$ cat config.mk
export PLATFORM = sky130hd
export DESIGN_NAME = linebuf_ctrl
export DESIGN_NICKNAME = d
export VERILOG_FILES = /design/src/rtl/linebuf_pkg.sv /design/src/rtl/linebuf_ctrl_edge_det.sv /design/src/rtl/linebuf_ctrl.sv
export SDC_FILE = /design/constraint.sdc
export NUM_CORES = 1
export LEC_CHECK = 0
export CAP_MARGIN = 20
export CORE_MARGIN = 2
export CORE_UTILIZATION = 45
export CTS_CLUSTER_SIZE = 24
export DETAILED_ROUTE_END_ITERATION = 8
export PLACE_DENSITY_LB_ADDON = 0.2
export SYNTH_ARGS = -nofsm -noshare
export SYNTH_HDL_FRONTEND = slang
export SYNTH_SLANG_ARGS = --single-unit
export TNS_END_PERCENT = 100
$ cat constraint.sdc
create_clock -name clk -period 4.8 [get_ports clk]
set_input_delay 0.72 -clock clk [delete_from_list [all_inputs] [get_ports clk]]
set_output_delay 0.72 -clock clk [all_outputs]
set_load 0.02 [all_outputs]
$ cat src/rtl/linebuf_pkg.sv
`default_nettype none
// ============================================================================
//  Module   : linebuf_pkg
//  Purpose  : Shared state encoding and helpers for the line-buffer sequencer.
//  Revision : 1.0  initial release
// ============================================================================
package linebuf_pkg;

    // Sequencer states; the numeric values are visible on state_o.
    typedef enum logic [1:0] {
        ST_IDLE = 2'd0,
        ST_FILL = 2'd1,
        ST_RUN  = 2'd2,
        ST_DONE = 2'd3
    } state_e;

    // Half-height of the window: how many columns from a border the window
    // centre must be before the full kernel fits horizontally.
    function automatic int border_radius(input int depth);
        return depth / 2;
    endfunction

endpackage : linebuf_pkg
`default_nettype wire

$ cat src/rtl/linebuf_ctrl_edge_det.sv
`default_nettype none
// ============================================================================
//  Module   : edge_det
//  Purpose  : Registered edge detector. Delays the input by one cycle and
//             flags either the rising or the falling edge against that copy.
//  Revision : 1.0  initial release
// ============================================================================
module edge_det #(
    parameter bit RISING = 1'b1
) (
    input  logic clk,
    input  logic rst,
    input  logic sig_i,
    output logic dly_o,
    output logic edge_o
);

    logic sig_q;

    // One-cycle delayed copy of the input, cleared by reset.
    always_ff @(posedge clk) begin
        if (rst) begin
            sig_q <= 1'b0;
        end else begin
            sig_q <= sig_i;
        end
    end

    assign dly_o = sig_q;

    generate
        if (RISING) begin : g_rise
            assign edge_o = sig_i & ~sig_q;
        end else begin : g_fall
            assign edge_o = ~sig_i & sig_q;
        end
    endgenerate

endmodule : edge_det
`default_nettype wire

$ cat src/rtl/linebuf_ctrl.sv
`default_nettype none
// ============================================================================
//  Module   : linebuf_ctrl
//  Purpose  : Line-buffer sequencer. Tracks column/row position of the video
//             stream, drives buffer address/enables, and runs the fill/run
//             state machine that marks when a full window is available.
//  Revision : 1.0  initial release
// ============================================================================
module linebuf_ctrl
    import linebuf_pkg::*;
#(
    parameter int SCREENWIDTH  = 1600,
    parameter int SCREENHEIGHT = 900,
    parameter int BUF_DEPTH    = 5,
    parameter int AW           = 11,
    parameter int RW           = 10
) (
    input  logic          clk,
    input  logic          rst,
    input  logic          dv_i,
    input  logic          hs_i,
    input  logic          vs_i,
    output logic [AW-1:0] rd_addr_o,
    output logic [AW-1:0] wr_addr_o,
    output logic          mem_en_o,
    output logic          mem_we_o,
    output logic [AW-1:0] col_o,
    output logic [RW-1:0] row_o,
    output logic [1:0]    state_o,
    output logic          win_valid_o,
    output logic          edge_l_o,
    output logic          edge_r_o,
    output logic          len_err_o,
    output logic          row_err_o,
    output logic          dv_o,
    output logic          hs_o,
    output logic          vs_o
);

    localparam int            c_r         = border_radius(BUF_DEPTH);
    localparam logic [AW-1:0] c_width     = AW'(SCREENWIDTH);
    localparam logic [AW-1:0] c_radius    = AW'(c_r);
    localparam logic [AW-1:0] c_right     = AW'(SCREENWIDTH - 1 - c_r);
    localparam logic [RW-1:0] c_height    = RW'(SCREENHEIGHT);
    localparam logic [RW-1:0] c_fill_rows = RW'(BUF_DEPTH - 1);

    state_e        state_q, state_d;
    logic [AW-1:0] addr_q, addr_d;
    logic [RW-1:0] row_q, row_d;
    logic          len_err_q, len_err_d;
    logic          row_err_q, row_err_d;
    logic          abandon_q, abandon_d;
    logic          hs_q;

    logic          dv_dly;
    logic          vs_dly;
    logic          line_end;
    logic          frame_start;
    logic [RW-1:0] row_inc;
    logic [AW-1:0] col;
    logic          win_valid;

    edge_det #(.RISING(1'b0)) u_dv_edge (
        .clk    (clk),
        .rst    (rst),
        .sig_i  (dv_i),
        .dly_o  (dv_dly),
        .edge_o (line_end)
    );

    edge_det #(.RISING(1'b1)) u_vs_edge (
        .clk    (clk),
        .rst    (rst),
        .sig_i  (vs_i),
        .dly_o  (vs_dly),
        .edge_o (frame_start)
    );

    // Column counter restarts on every blanking cycle.
    assign addr_d  = dv_i ? (addr_q + AW'(1)) : '0;
    // Row count saturates at the frame height.
    assign row_inc = (row_q == c_height) ? row_q : (row_q + RW'(1));

    // State, row and error registers plus the delayed hsync.
    always_ff @(posedge clk) begin
        if (rst) begin
            state_q   <= ST_IDLE;
            addr_q    <= '0;
            row_q     <= '0;
            len_err_q <= 1'b0;
            row_err_q <= 1'b0;
            abandon_q <= 1'b0;
            hs_q      <= 1'b0;
        end else begin
            state_q   <= state_d;
            addr_q    <= addr_d;
            row_q     <= row_d;
            len_err_q <= len_err_d;
            row_err_q <= row_err_d;
            abandon_q <= abandon_d;
            hs_q      <= hs_i;
        end
    end

    // Next-state logic: frame start overrides everything; a line end only
    // counts when a frame is active and the line was not cut by a frame start.
    always_comb begin
        state_d   = state_q;
        row_d     = row_q;
        len_err_d = 1'b0;
        row_err_d = 1'b0;
        abandon_d = abandon_q;

        if (line_end) begin
            abandon_d = 1'b0;
        end

        if (frame_start) begin
            state_d = ST_FILL;
            row_d   = '0;
            if (dv_i) begin
                abandon_d = 1'b1;
            end
        end else if (line_end && !abandon_q && (state_q != ST_IDLE)) begin
            row_d     = row_inc;
            len_err_d = (addr_q != c_width);
            case (state_q)
                ST_FILL: if (row_inc == c_fill_rows) state_d = ST_RUN;
                ST_RUN:  if (row_inc == c_height)    state_d = ST_DONE;
                ST_DONE: row_err_d = 1'b1;
                default: ;
            endcase
        end
    end

    assign col       = dv_dly ? (addr_q - AW'(1)) : '0;
    assign win_valid = dv_dly & (state_q == ST_RUN);

    assign rd_addr_o   = addr_q;
    assign wr_addr_o   = addr_q - AW'(1);
    assign mem_en_o    = dv_i | dv_dly;
    assign mem_we_o    = dv_dly & ((state_q == ST_FILL) || (state_q == ST_RUN));
    assign col_o       = col;
    assign row_o       = row_q;
    assign state_o     = state_q;
    assign win_valid_o = win_valid;
    assign edge_l_o    = win_valid & (col < c_radius);
    assign edge_r_o    = win_valid & (col > c_right);
    assign len_err_o   = len_err_q;
    assign row_err_o   = row_err_q;
    assign dv_o        = dv_dly;
    assign hs_o        = hs_q;
    assign vs_o        = vs_dly;

endmodule : linebuf_ctrl
`default_nettype wire

==> flow_summary.toml <==
[run_status]
status = "completed"

[timing]
holdWs_ns = 0.501
slew-limit-headroom = 0.657
hold_viol_final = 0
timing.fmax_mhz = 301
rsz0062_at_grt = "false"
finalCritPeriodShare = 0.692
setup_violations = 0
worst_slew_pin_slew_ns = 0.514
skew_ns = 0.00737
fin_setup_tns_ns = 0
fin_crit_ns = 3.32
slew_viol_final = 0

[global_route]
gr-total-overflow = 0
grt_antenna_before_repair = 0
grt_pass1_wl_um = 7100
track_usage = 0.210
grt_max_degree = 21
grt_pass1_vias = 1507

[final_layout]
final_cell_mix = "59 x clkdlybuf4s50_1, 31 x nor2_1, 29 x dfxtp_1, 15 x nand2_1, 14 x xor2_1"
final_cells = 334
antenna_cells = 0
area_delta_synth_final_pct = 39.6
drive_above_1_share = 0.0490
layout_commonest_cell = "clkdlybuf4s50_1"
utilization = 0.667
final_net_count = 298

[floorplan]
initial_utilization = 0.478
die_y_um = 67.1
core-area_um2 = 3740
rows = 22
io_pins = 60
dieArea_um2 = 4500
die_width_um = 67.1

[synthesis]
synth_cell_types = 39
avgSynthCellArea_um2 = 7.75
synthArstFlopShare = 0
ys_ff_latch = 29
syn-cell-area_um2 = 1790
synth_flop_cell = "dfxtp_1"
synth_edf_count = 0
yosys_warnings = 0
syn_nets = 244
syn_inst = 231
ys_seq_area_frac = 0.324

[power]
power.leakage_uw = 0.000879
power_density_nw_per_um2 = 229
peakVddDrop_uv = 215

[worst_setup_path]
worst-setup-path-type = "flip-flop to output port"
rrSetupSlack_ns = 2.68
cp_max_fo = 7
cp.depth = 8
cp.arrival_ns = 2.60
crit_chain = "inv_1, ha_1, nand2_1, nor3b_1, xor2_1, o21ai_0, and4b_1, clkdlybuf4s50_1"
cp-start-kind = "flip-flop"
critPathCaptureType = "output port"
worst_r2r_path_depth = 8
critical_path_buf_inv_count = 2
crit_required_ns = 4.08
cp-startpoint = "rd_addr_o[0]"
r2r-end = "row_o[3]"
crit_path_max_incr_delay_ns = 0.54
endpoint = "edge_l_o"
cpLargestDelayFamily = "buffers and inverters"
r2r-start = "state_o[1]"
crit_slowest_cell = "clkdlybuf4s50_1"

[cts]
ctsRootBufferMaster = "clkbuf_8"
numCtsBuffers = 5
cts_buffer_depth = 2
cts_resized = 0
clk_pin_slew_ns = 0.07
clock_latency_ns = 0.28
htree_levels = 2
clock_sinks = 29
postCtsSetupBuffers = 0
cts_tree = "built"
cts_hold_buf = 0

[routing]
drc = 0
ant_nets = 0
wl_um = 4310
drt-initial-drc-count = 123
num_vias = 1742
post_drt_wl_per_cell_um = 12.9
vias_per_cell = 5.22
drtPass1Iterations = 4

[place]
hpwlAfterDp_um = 3150
port_buffers = 59
gp_congestion = 0.861
place_inst = 326

[hold_path]
hp-class = "flip-flop to flip-flop"

[job]
maxCapViolCount = 0
==> where the power goes <==
group	internal, uW	switching, uW	total [uW]
logic	45.1	52.4	97.5
clock network	129	94.7	224
registers	244	5.08	249
==> tightest hold or removal path: stages, from the launching register on <==
cell      delay [ns]
dfxtp_1         0.32
nand2b_1        0.07
a21oi_1         0.06
==> logic make-up after synthesis <==
kind of cell	count (synthesis)	synth area share
simple gates	115	0.342
compound gates	30	0.106
flops	29	0.324
buf+inv	25	0.0538
xor+xnor	23	0.113
fa+ha+maj	8	0.0559
mux	1	0.00559
==> cell usage after synthesis, types with 2 or more instances <==
| library cell | number | area, um^2 |
|---|---|---|
| nor3b_1 | 2 | 15.0 |
| a311oi_1 | 2 | 17.5 |
| buf_2 | 2 | 10.0 |
| xnor2_1 | 9 | 78.8 |
| inv_1 | 12 | 45.0 |
| a21oi_1 | 10 | 50.1 |
| xor2_1 | 14 | 123 |
| nand4_1 | 6 | 37.5 |
| and2_1 | 11 | 68.8 |
| nand3_1 | 11 | 55.1 |
| or2_2 | 2 | 12.5 |
| nor3_1 | 7 | 35.0 |
| dfxtp_1 | 29 | 581 |
| nor2_1 | 31 | 116 |
| nor2b_1 | 5 | 31.3 |
| nand2b_1 | 3 | 18.8 |
| nor4_1 | 5 | 31.3 |
| or3_1 | 3 | 18.8 |
| a211oi_1 | 2 | 15.0 |
| ha_1 | 8 | 100 |
| o21ai_0 | 9 | 45.0 |
| clkbuf_1 | 11 | 41.3 |
| and3_1 | 7 | 43.8 |
| nand2_1 | 15 | 56.3 |
==> final cells by class <==
| cell class | count | area [um^2] |
|---|---|---|
| fillers | 337 | 1240 |
| inverters | 12 | 45.0 |
| clock inverters | 1 | 5.00 |
| repair buffers | 60 | 598 |
| well taps | 48 | 60.1 |
| clock buffers | 7 | 96.3 |
| multi-input cells | 177 | 1110 |
| flip-flops and latches | 29 | 581 |
==> flip-flops by register name (all words and copies together) (netlist names) <==
register,flops
abandon_q,1
hs_o,1
len_err_o,1
rd_addr_o,11
row_err_o,1
row_o,10
state_o,2
u_dv_edge.dly_o,1
u_vs_edge.dly_o,1
==> worst min path at each step <==
stage	from	endpoint	slack (ns)	cells after the start
finish	abandon_q	abandon_q	0.50	2
global route	abandon_q	abandon_q	0.55	2
CTS	abandon_q	abandon_q	0.51	2
detailed placement	abandon_q	abandon_q	0.50	2
global placement	abandon_q	abandon_q	0.49	2
floorplan	abandon_q	abandon_q	0.46	2
==> per-stage QoR <==
step,instance area (um^2),setup WS [ns],power (uW)
final,2500,1.48,571
after detailed placement,2400,1.81,352
after floorplan,1790,1.86,307
after global routing,2500,1.28,593
after global placement,2400,1.86,351
after CTS,2500,1.47,576
==> per-layer routing <==
metal / wire [um] / vias to the layer above / global-route usage / share of wire
met5: 0 / - / 0 / 0
met4: 48 / 0 / 0.0867 / 0.011
met3: 261 / 4 / 0.0507 / 0.061
met2: 1840 / 49 / 0.307 / 0.43
met1: 2160 / 793 / 0.291 / 0.50
li1: - / 896 / - / -
No activity file was read; power rests on OpenSTA's default activity.
